File: config.mk
export PLATFORM = sky130hd
export DESIGN_NAME = pulse_burst_gen
export DESIGN_NICKNAME = d
export VERILOG_FILES = /design/src/rtl/pulse_burst_pkg.sv /design/src/rtl/pulse_burst_ch.sv /design/src/rtl/pulse_burst_gen.sv
export SDC_FILE = /design/constraint.sdc
export NUM_CORES = 1
export LEC_CHECK = 0
export ABC_AREA = 1
export CORE_ASPECT_RATIO = 0.75
export CORE_MARGIN = 4
export CORE_UTILIZATION = 54
export CTS_BUF_LIST = sky130_fd_sc_hd__clkbuf_2 sky130_fd_sc_hd__clkbuf_4 sky130_fd_sc_hd__clkbuf_8
export CTS_CLUSTER_DIAMETER = 120
export DETAILED_ROUTE_END_ITERATION = 8
export GPL_TIMING_DRIVEN = 0
export HOLD_SLACK_MARGIN = 0.15
export PLACE_DENSITY = 0.79
export SYNTH_ARGS = -nofsm -noshare
export SYNTH_HDL_FRONTEND = slang
export SYNTH_SLANG_ARGS = --single-unit
File: constraint.sdc
create_clock -name sys_clk -period 2.4 [get_ports sys_clk]
set_clock_uncertainty 0.05 [all_clocks]
set_input_delay 0.6 -clock sys_clk [delete_from_list [all_inputs] [get_ports sys_clk]]
set_output_delay 0.6 -clock sys_clk [all_outputs]
set_load 0.02 [all_outputs]
File: src/rtl/pulse_burst_pkg.sv
// rtl/pulse_burst_pkg.sv - shared state encoding and default widths for pulse_burst_gen
package pulse_burst_pkg;

  localparam int DEF_NUM_CH = 3;
  localparam int DEF_CNT_W  = 26;
  localparam int DEF_NUM_W  = 16;

  typedef enum logic [1:0] {
    ST_IDLE = 2'd0,
    ST_RUN  = 2'd1,
    ST_FIN  = 2'd2
  } ch_state_e;

endpackage

File: src/rtl/pulse_burst_ch.sv
// rtl/pulse_burst_ch.sv - one burst channel: FSM, shadow registers and counters
module pulse_burst_ch
  import pulse_burst_pkg::*;
#(
  parameter int CNT_W = DEF_CNT_W,
  parameter int NUM_W = DEF_NUM_W
) (
  input  logic             clk_i,
  input  logic             rst_i,
  input  logic             start_i,
  input  logic             abort_i,
  input  logic [CNT_W-1:0] half_period_i,
  input  logic [NUM_W-1:0] pulse_cnt_i,
  output logic             pwm_o,
  output logic             busy_o,
  output logic             done_o
);

  ch_state_e        state_q;
  logic [CNT_W-1:0] half_q;
  logic [CNT_W-1:0] phase_q;
  logic [NUM_W-1:0] rem_q;
  logic             pwm_q;
  logic             busy_q;
  logic             done_q;

  logic             phase_end_d;
  logic             last_low_d;
  logic             params_ok_d;

  // End-of-phase and end-of-burst detection; half_q is never zero while running,
  // so half_q-1 cannot underflow when it matters.
  always_comb begin
    phase_end_d = (phase_q == (half_q - CNT_W'(1)));
    last_low_d  = phase_end_d && !pwm_q && (rem_q == '0);
    params_ok_d = (half_period_i != '0) && (pulse_cnt_i != '0);
  end

  // Channel FSM with registered pwm/busy/done; rem counts falling edges still owed.
  always_ff @(posedge clk_i) begin
    if (rst_i) begin
      state_q <= ST_IDLE;
      half_q  <= '0;
      phase_q <= '0;
      rem_q   <= '0;
      pwm_q   <= 1'b0;
      busy_q  <= 1'b0;
      done_q  <= 1'b0;
    end else begin
      done_q <= 1'b0;
      unique case (state_q)
        ST_IDLE: begin
          if (start_i && !abort_i) begin
            if (params_ok_d) begin
              half_q  <= half_period_i;
              rem_q   <= pulse_cnt_i;
              phase_q <= '0;
              pwm_q   <= 1'b1;
              busy_q  <= 1'b1;
              state_q <= ST_RUN;
            end else begin
              done_q  <= 1'b1;
              state_q <= ST_FIN;
            end
          end
        end
        ST_RUN: begin
          if (abort_i) begin
            phase_q <= '0;
            pwm_q   <= 1'b0;
            busy_q  <= 1'b0;
            state_q <= ST_IDLE;
          end else if (last_low_d) begin
            phase_q <= '0;
            pwm_q   <= 1'b0;
            busy_q  <= 1'b0;
            done_q  <= 1'b1;
            state_q <= ST_FIN;
          end else if (phase_end_d) begin
            phase_q <= '0;
            pwm_q   <= !pwm_q;
            if (pwm_q) begin
              rem_q <= rem_q - NUM_W'(1);
            end
          end else begin
            phase_q <= phase_q + CNT_W'(1);
          end
        end
        ST_FIN: begin
          state_q <= ST_IDLE;
        end
        default: begin
          pwm_q   <= 1'b0;
          busy_q  <= 1'b0;
          state_q <= ST_IDLE;
        end
      endcase
    end
  end

  assign pwm_o  = pwm_q;
  assign busy_o = busy_q;
  assign done_o = done_q;

endmodule

File: src/rtl/pulse_burst_gen.sv
// rtl/pulse_burst_gen.sv - NUM_CH independent pulse-burst channels on flattened buses
module pulse_burst_gen
  import pulse_burst_pkg::*;
#(
  parameter int NUM_CH = DEF_NUM_CH,
  parameter int CNT_W  = DEF_CNT_W,
  parameter int NUM_W  = DEF_NUM_W
) (
  input  logic                    sys_clk,
  input  logic                    sys_rst,
  input  logic [NUM_CH-1:0]       start,
  input  logic [NUM_CH-1:0]       abort,
  input  logic [NUM_CH*CNT_W-1:0] half_period,
  input  logic [NUM_CH*NUM_W-1:0] pulse_cnt,
  output logic [NUM_CH-1:0]       pwm,
  output logic [NUM_CH-1:0]       busy,
  output logic [NUM_CH-1:0]       done
);

  // One channel instance per bit lane, each slicing its own field of the buses.
  for (genvar i = 0; i < NUM_CH; i++) begin : g_ch
    pulse_burst_ch #(
      .CNT_W(CNT_W),
      .NUM_W(NUM_W)
    ) u_ch (
      .clk_i        (sys_clk),
      .rst_i        (sys_rst),
      .start_i      (start[i]),
      .abort_i      (abort[i]),
      .half_period_i(half_period[i*CNT_W +: CNT_W]),
      .pulse_cnt_i  (pulse_cnt[i*NUM_W +: NUM_W]),
      .pwm_o        (pwm[i]),
      .busy_o       (busy[i]),
      .done_o       (done[i])
    );
  end

endmodule
# Word level (Yosys, flattened, before mapping)
# Index checks and enable logic that the tools add are counted.
dict set report word_totals {
  latchBits 0
  mem_count 0
  register_bits 219
  word_cells 213
  ramBits 0
  romBits 0
  output_inout_bits 9
}
dict set report classes {
  shift 0
  div_mod_pow 0
  reduce_logical 51
  n_addsub 9
  n_bitwise 3
  n_lt_le_gt_ge 0
  n_mux 96
  multipliers 0
  n_eq_ne 33
}
# op n
set ops {}
lappend ops {{$mux W26} 15}
lappend ops {{$mux W16} 18}
lappend ops {{$pmux W26 S2} 3}
lappend ops {{$pmux W16 S2} 3}
lappend ops {{$add A26 B1 Y26 const B} 3}
lappend ops {{$eq A26 B26 Y1} 3}
lappend ops {{$reduce_bool A26 Y1} 3}
lappend ops {{$sub A26 B1 Y26 const B} 3}
lappend ops {{$logic_not A16 Y1} 3}
lappend ops {{$reduce_bool A16 Y1} 3}
lappend ops {{$sub A16 B1 Y16 const B} 3}
lappend ops {{$mux W1} 33}
lappend ops {{$mux W2} 12}
lappend ops {{$ne A2 B1 Y1 const B} 12}
lappend ops {{$reduce_and A4 Y1} 6}
lappend ops {{$reduce_and A7 Y1} 3}
lappend ops {{$pmux W1 S3} 6}
lappend ops {{$reduce_and A3 Y1} 6}
lappend ops {{$logic_and A1 B1 Y1} 12}
lappend ops {{$ne A2 B2 Y1 const B} 6}
lappend ops {{$ne A4 B2 Y1 const B} 3}
lappend ops {{$pmux W2 S2} 3}
lappend ops {{$ne A3 B2 Y1 const B} 3}
lappend ops {{$eq A2 B1 Y1 const B} 3}
lappend ops {{other kinds (7)} 24}

# Depth between registers and ports, before layout
dict set report depth {
  depth_word 7
  depth_mapped 20
  depth_no_buf 19
}

# Modules after synthesis
# From an unflattened synthesis, not the netlist that was laid out.
dict set report hier_totals {
  cells_unflattened 2657
  area_unflattened_um2 15986.6
}
# module instances cells_per_inst seq_area_each_um2 area_each_um2
set modules_own_cells {}
lappend modules_own_cells {{pulse_burst_ch at g_ch[0].u_ch ...} 2 898 1461.4 5366.4}
lappend modules_own_cells {{pulse_burst_ch at g_ch[2].u_ch} 1 861 1461.4 5253.8}

# Worst setup path before layout
# OpenSTA, ideal clock, no wires.
dict set report synth_timing {
  kind {input -> register}
  startpoint {in half_period[23]}
  endpoint {reg g_ch[0].u_ch.rem_q[12]}
  cell_stages 14
  t_arrival_ps 2209
  t_required_ps 2235
  setup_time_ps 115
  slack_ps 26
  n_path_buf 2
  path_cell_list {nor4_1 nand2_1 nor2_1 nand2_1 nand2_1 nand2_1 nand2_1 inv_1 nand2_1 clkbuf_1 clkbuf_1 nand3_1 nand2_1 nor2_1}
}
dict set report synth_between {
  elab_chain_len 4
}
# item line_no
set synth_rtl {}
lappend synth_rtl {{start, declared} pulse_burst_gen.sv:13} ;# input logic [NUM_CH*CNT_W-1:0] half_period,
lappend synth_rtl {{$reduce_bool A26 Y1} pulse_burst_ch.sv:36} ;# params_ok_d = (half_period_i != '0) && (pulse_cnt_i != '0);
lappend synth_rtl {{$logic_and A1 B1 Y1} pulse_burst_ch.sv:36}
lappend synth_rtl {{$ne A2 B1 Y1 (no line)} -}
lappend synth_rtl {{$reduce_and A7 Y1 (no line)} -}
lappend synth_rtl {{end signal, assigned} pulse_burst_ch.sv:56} ;# rem_q <= pulse_cnt_i;
lappend synth_rtl {{end signal, assigned} pulse_burst_ch.sv:83} ;# rem_q <= rem_q - NUM_W'(1);
lappend synth_rtl {{end, declared} pulse_burst_ch.sv:22} ;# logic [NUM_W-1:0] rem_q;
# Every way passes these cells.
# A chain may end at the register's enable or synchronous reset.

# Final worst setup path
dict set report layout_timing {
  startpoint {reg g_ch[0].u_ch.half_q[6]}
  endpoint {reg g_ch[0].u_ch.phase_q[13]}
}
dict set report layout_between {
  elab_chain_len 7
  elab_cells_between_ends 8
}
# item line_no
set layout_rtl {}
lappend layout_rtl {{start, declared} pulse_burst_ch.sv:20} ;# logic [CNT_W-1:0] half_q;
lappend layout_rtl {{start signal, assigned} pulse_burst_ch.sv:55} ;# half_q <= half_period_i;
lappend layout_rtl {{$sub A26 B1 Y26 *} pulse_burst_ch.sv:34} ;# phase_end_d = (phase_q == (half_q - CNT_W'(1)));
lappend layout_rtl {{$eq A26 B26 Y1 *} pulse_burst_ch.sv:34}
lappend layout_rtl {{$logic_and A1 B1 Y1 (2 in series)} pulse_burst_ch.sv:35} ;# last_low_d = phase_end_d && !pwm_q && (rem_q == '0);
lappend layout_rtl {{$mux W26 *} pulse_burst_ch.sv:73} ;# end else if (last_low_d) begin
lappend layout_rtl {{$mux W26 *} pulse_burst_ch.sv:68} ;# if (abort_i) begin
lappend layout_rtl {{$pmux W26 S2 *} pulse_burst_ch.sv:51} ;# unique case (state_q)
lappend layout_rtl {{end signal, assigned} pulse_burst_ch.sv:86} ;# phase_q <= phase_q + CNT_W'(1);
lappend layout_rtl {{end, declared} pulse_burst_ch.sv:21} ;# logic [CNT_W-1:0] phase_q;
# Mark *: on every way between the ends. The rest lies on a longest branch, timed or not.

==> flow_metrics.env <==
export IMPL_power_clock_fraction=0.327
export IMPL_timing_setup_critical_path_class="reg -> reg"
export IMPL_mapped_cell_area_um2=14400
export IMPL_postSynth_topFlopCell="sky130_fd_sc_hd__dfxtp_1"
export IMPL_power_switching_w=0.00438
export IMPL_grt_overflow_total=0
export IMPL_worst_r2r_startpoint="g_ch[0].u_ch.half_q[6]"
export IMPL_gr_max_usage_layer="met2"
export IMPL_synth_lib_cells_used_distinct=46
export IMPL_ioPinCount=143
export IMPL_timing_hold_worst_start="half_period[14]"
export IMPL_clkLatencyLatePin_ns=0.55
export IMPL_drive_above_1_share=0.184
export IMPL_comb_power_share=0.331
export IMPL_clock_sink_count=219
export IMPL_ctsHtreeMaxLevel=2
export IMPL_synth_largest_type_area_fraction=0.305
export IMPL_synth_cells_most_frequent="520 x sky130_fd_sc_hd__nand2_1, 406 x sky130_fd_sc_hd__nor2_1, 258 x sky130_fd_sc_hd__inv_1, 219 x sky130_fd_sc_hd__dfxtp_1, 178 x sky130_fd_sc_hd__nand3_1"
export IMPL_synth_top_area_cell="sky130_fd_sc_hd__dfxtp_1"
export IMPL_initial_core_util=0.550
export IMPL_unrepaired_setup_endpoints_after_global_routing="yes"
export IMPL_worstPathRequired_ns=2.77
export IMPL_chipHeight_um=149
export IMPL_ys_seq_area_frac=0.305
export IMPL_finish_net_count=2723
export IMPL_achievable_frequency_mhz=387
export IMPL_diodes=0
export IMPL_global_route_wire_length_before_repair_mm=73.3
export IMPL_core_area_um2=26100
export IMPL_detail_routed_net_length_per_standard_cell_um=16.4
export IMPL_switching_fraction_of_total_power=0.360
export IMPL_cts_buffers=39
export IMPL_via_count=16644
export IMPL_cap_viol_max_count=0
export IMPL_final_hold_violation_count=0
export IMPL_die_area_um2=29300
export IMPL_synth_avg_cell_area_um2=6.17
export IMPL_dpl_cell_area_um2=16200
export IMPL_tritoncts="yes"
export IMPL_synth_enable_flop_cells=0
export IMPL_finish_instance_area_um2=19400
export IMPL_holdWs_ns=0.350
export IMPL_drt_first_iter_violations=1580
export IMPL_antenna_found_initial=0
export IMPL_timing_max_slew_rel_slack=0.434
export IMPL_synth_fp_nets=2471
export IMPL_period_share=1.08
export IMPL_post_route_min_period_ns=2.58
export IMPL_endpoint_kind="flop"
export IMPL_count_of_unresolved_drc_violations_after_routing=0
export IMPL_synthMostInstantiatedCell="sky130_fd_sc_hd__nand2_1"
export IMPL_worst_setup_path_startpoint="g_ch[0].u_ch.half_q[6]"
export IMPL_cts_root_buf="sky130_fd_sc_hd__clkbuf_8"
export IMPL_met3_demand_to_capacity_share_in_global_routing=0.0655
export IMPL_met2_usage=0.457
export IMPL_placementRows=51
export IMPL_total_power_w=0.0122
export IMPL_power_report_internal_total_w=0.00778
export IMPL_pre_cts_slack_ns=-1.33
export IMPL_drt_wl_total_mm=48.3
export IMPL_postRouteAntennaNets=0
export IMPL_violations_in_the_final_reports="negative setup slack"
export IMPL_cts_reportedPaths_clkPinSlew_ns=0.08
export IMPL_timing_critical_path_arrival_ns=2.95
export IMPL_detail_route_first_pass_iterations=6
export IMPL_synth_ff_latch_count=219
export IMPL_track_usage=0.299
export IMPL_timing_final_ws_setup_ns=-0.181
export IMPL_outcome="finished with violations"
export IMPL_grt_pass1_vias=15157
export IMPL_critPathLaunchType="flop"
export IMPL_synthToLayoutAreaGrowth_pct=34.9
export IMPL_layout_cells_non_filler=2952
export IMPL_ys_warnings_count=0
export IMPL_place_hpwl_mm=33.6
export IMPL_postSynth_asyncResetShare=0
export IMPL_routabilityCongestion=0.972
export IMPL_irDropWorstVdd_uv=527
export IMPL_cts_hold_repair_buffers=0
export IMPL_dp_cells=2814
export IMPL_power_density_cell_area_nw_per_um2=628
export IMPL_via_per_inst=5.64
export IMPL_tightestPinTransition_ns=0.848
export IMPL_critPathMaxFanout=5
export IMPL_p_leak_nw=8.38
export IMPL_met1_track_demand_over_resource_in_global_routing=0.426
export IMPL_timing_hold_worst_class="in -> reg"
export IMPL_port_buffer_count=142
export IMPL_power_frac_seq=0.342
export IMPL_die_width_um=196
export IMPL_finalSetupViolations=69
export IMPL_grt_max_degree=20
export IMPL_synthCells=2328
export IMPL_clockBufferDepth=3
export IMPL_synth_top_cells_by_area="sky130_fd_sc_hd__dfxtp_1 31%, sky130_fd_sc_hd__nand2_1 14%, sky130_fd_sc_hd__nor2_1 11%"
export IMPL_number_of_pins_with_negative_max_slew_slack_in_the_final_report=0
## per-layer routing
metal / share of wire / vias up / routed length, um
met5: 0 / - / 0
met4: 0.026 / 0 / 1260
met3: 0.098 / 117 / 4740
met2: 0.44 / 814 / 21000
met1: 0.44 / 7678 / 21200
li1: - / 8035 / -
## registers in the layout (all words and copies together), names as in the netlist
signal and flops:
g_ch.u_ch.pwm_o 3, g_ch.u_ch.done_o 3, g_ch.u_ch.phase_q 78, g_ch.u_ch.busy_o 3, g_ch.u_ch.rem_q 48, g_ch.u_ch.half_q 78
g_ch.u_ch.state_q 6
## worst max-delay path, cell delays in order (launching register included)
cell,delay [ns]
sky130_fd_sc_hd__dfxtp_1,0.38
sky130_fd_sc_hd__nor2_2,0.19
sky130_fd_sc_hd__nand2_1,0.12
sky130_fd_sc_hd__nor2_4,0.14
sky130_fd_sc_hd__buf_6,0.16
sky130_fd_sc_hd__buf_6,0.10
sky130_fd_sc_hd__xnor2_2,0.10
sky130_fd_sc_hd__nand2_1,0.08
sky130_fd_sc_hd__nor2_1,0.12
sky130_fd_sc_hd__nand2_1,0.11
sky130_fd_sc_hd__nor2_4,0.18
sky130_fd_sc_hd__nand3_2,0.11
sky130_fd_sc_hd__nand2_2,0.11
sky130_fd_sc_hd__nand2_4,0.09
sky130_fd_sc_hd__nand2_4,0.08
sky130_fd_sc_hd__buf_12,0.15
sky130_fd_sc_hd__buf_8,0.13
sky130_fd_sc_hd__nor3_2,0.05
## power by group through the flow
stage / Combinational, W / Sequential [W] / Clock [W]
after floorplan: 0.00218 / 0.00412 / 0
after global placement: 0.00298 / 0.00418 / 0
after detailed placement: 0.00305 / 0.00419 / 0
after CTS: 0.00346 / 0.00412 / 0.00399
after global routing: 0.00440 / 0.00418 / 0.00417
final: 0.00402 / 0.00416 / 0.00397
## worst paths after layout
check | to | slack, ns | depth (start not counted)
max reg2reg | g_ch[0].u_ch.phase_q[13] | -0.18 | 17
min | g_ch[0].u_ch.half_q[14] | 0.35 | 3
max | g_ch[0].u_ch.phase_q[13] | -0.18 | 17
min reg2reg | g_ch[2].u_ch.half_q[25] | 0.42 | 2
## cell type report
cell class	instances	area, um^2
well taps	344	430
repair buffers	212	2200
fillers	2089	6740
plain buffers	80	606
flip-flops and latches	219	4410
multi-input cells	1766	9830
inverters	262	998
clock inverters	11	111
clock buffers	58	773
## placed cells by master (no fill, tap or decap), drive strengths merged, types with 62 or more instances in the layout
| master | n |
|---|---|
| xor2 | 94 |
| o21ai | 120 |
| nand3 | 178 |
| dfxtp | 219 |
| nor2 | 415 |
| a21oi | 162 |
| nand2 | 525 |
| clkdlybuf4s50 | 121 |
| nor3 | 62 |
| clkbuf | 102 |
| inv | 258 |
| buf | 106 |
## timing repair
action,4_1_cts,5_1_grt
pin swaps,36,113
endpoints found under the setup margin,176,202
setup buffers,25,31
resized for setup,208,276
gates cloned,8,6
## per-stage QoR
step	util	setup TNS (ns)
global route	0.742	-20.23
floorplan	-	0
CTS	0.692	-0.791
detailed placement	0.621	-165.31
finish	0.742	-5.21
global placement	0.621	-161.50
## logic make-up after synthesis
family / count (synthesis) / share of synthesized area
adder cells (fa/ha/maj): 9 / 0.00784
AND/OR/NAND/NOR: 1295 / 0.386
AO/OA/AOI/OAI: 316 / 0.117
XOR/XNOR: 144 / 0.0878
flip-flops: 219 / 0.305
multiplexers: 2 / 0.00139
buffers and inverters: 343 / 0.0952
No activity file was read; power rests on OpenSTA's default activity.
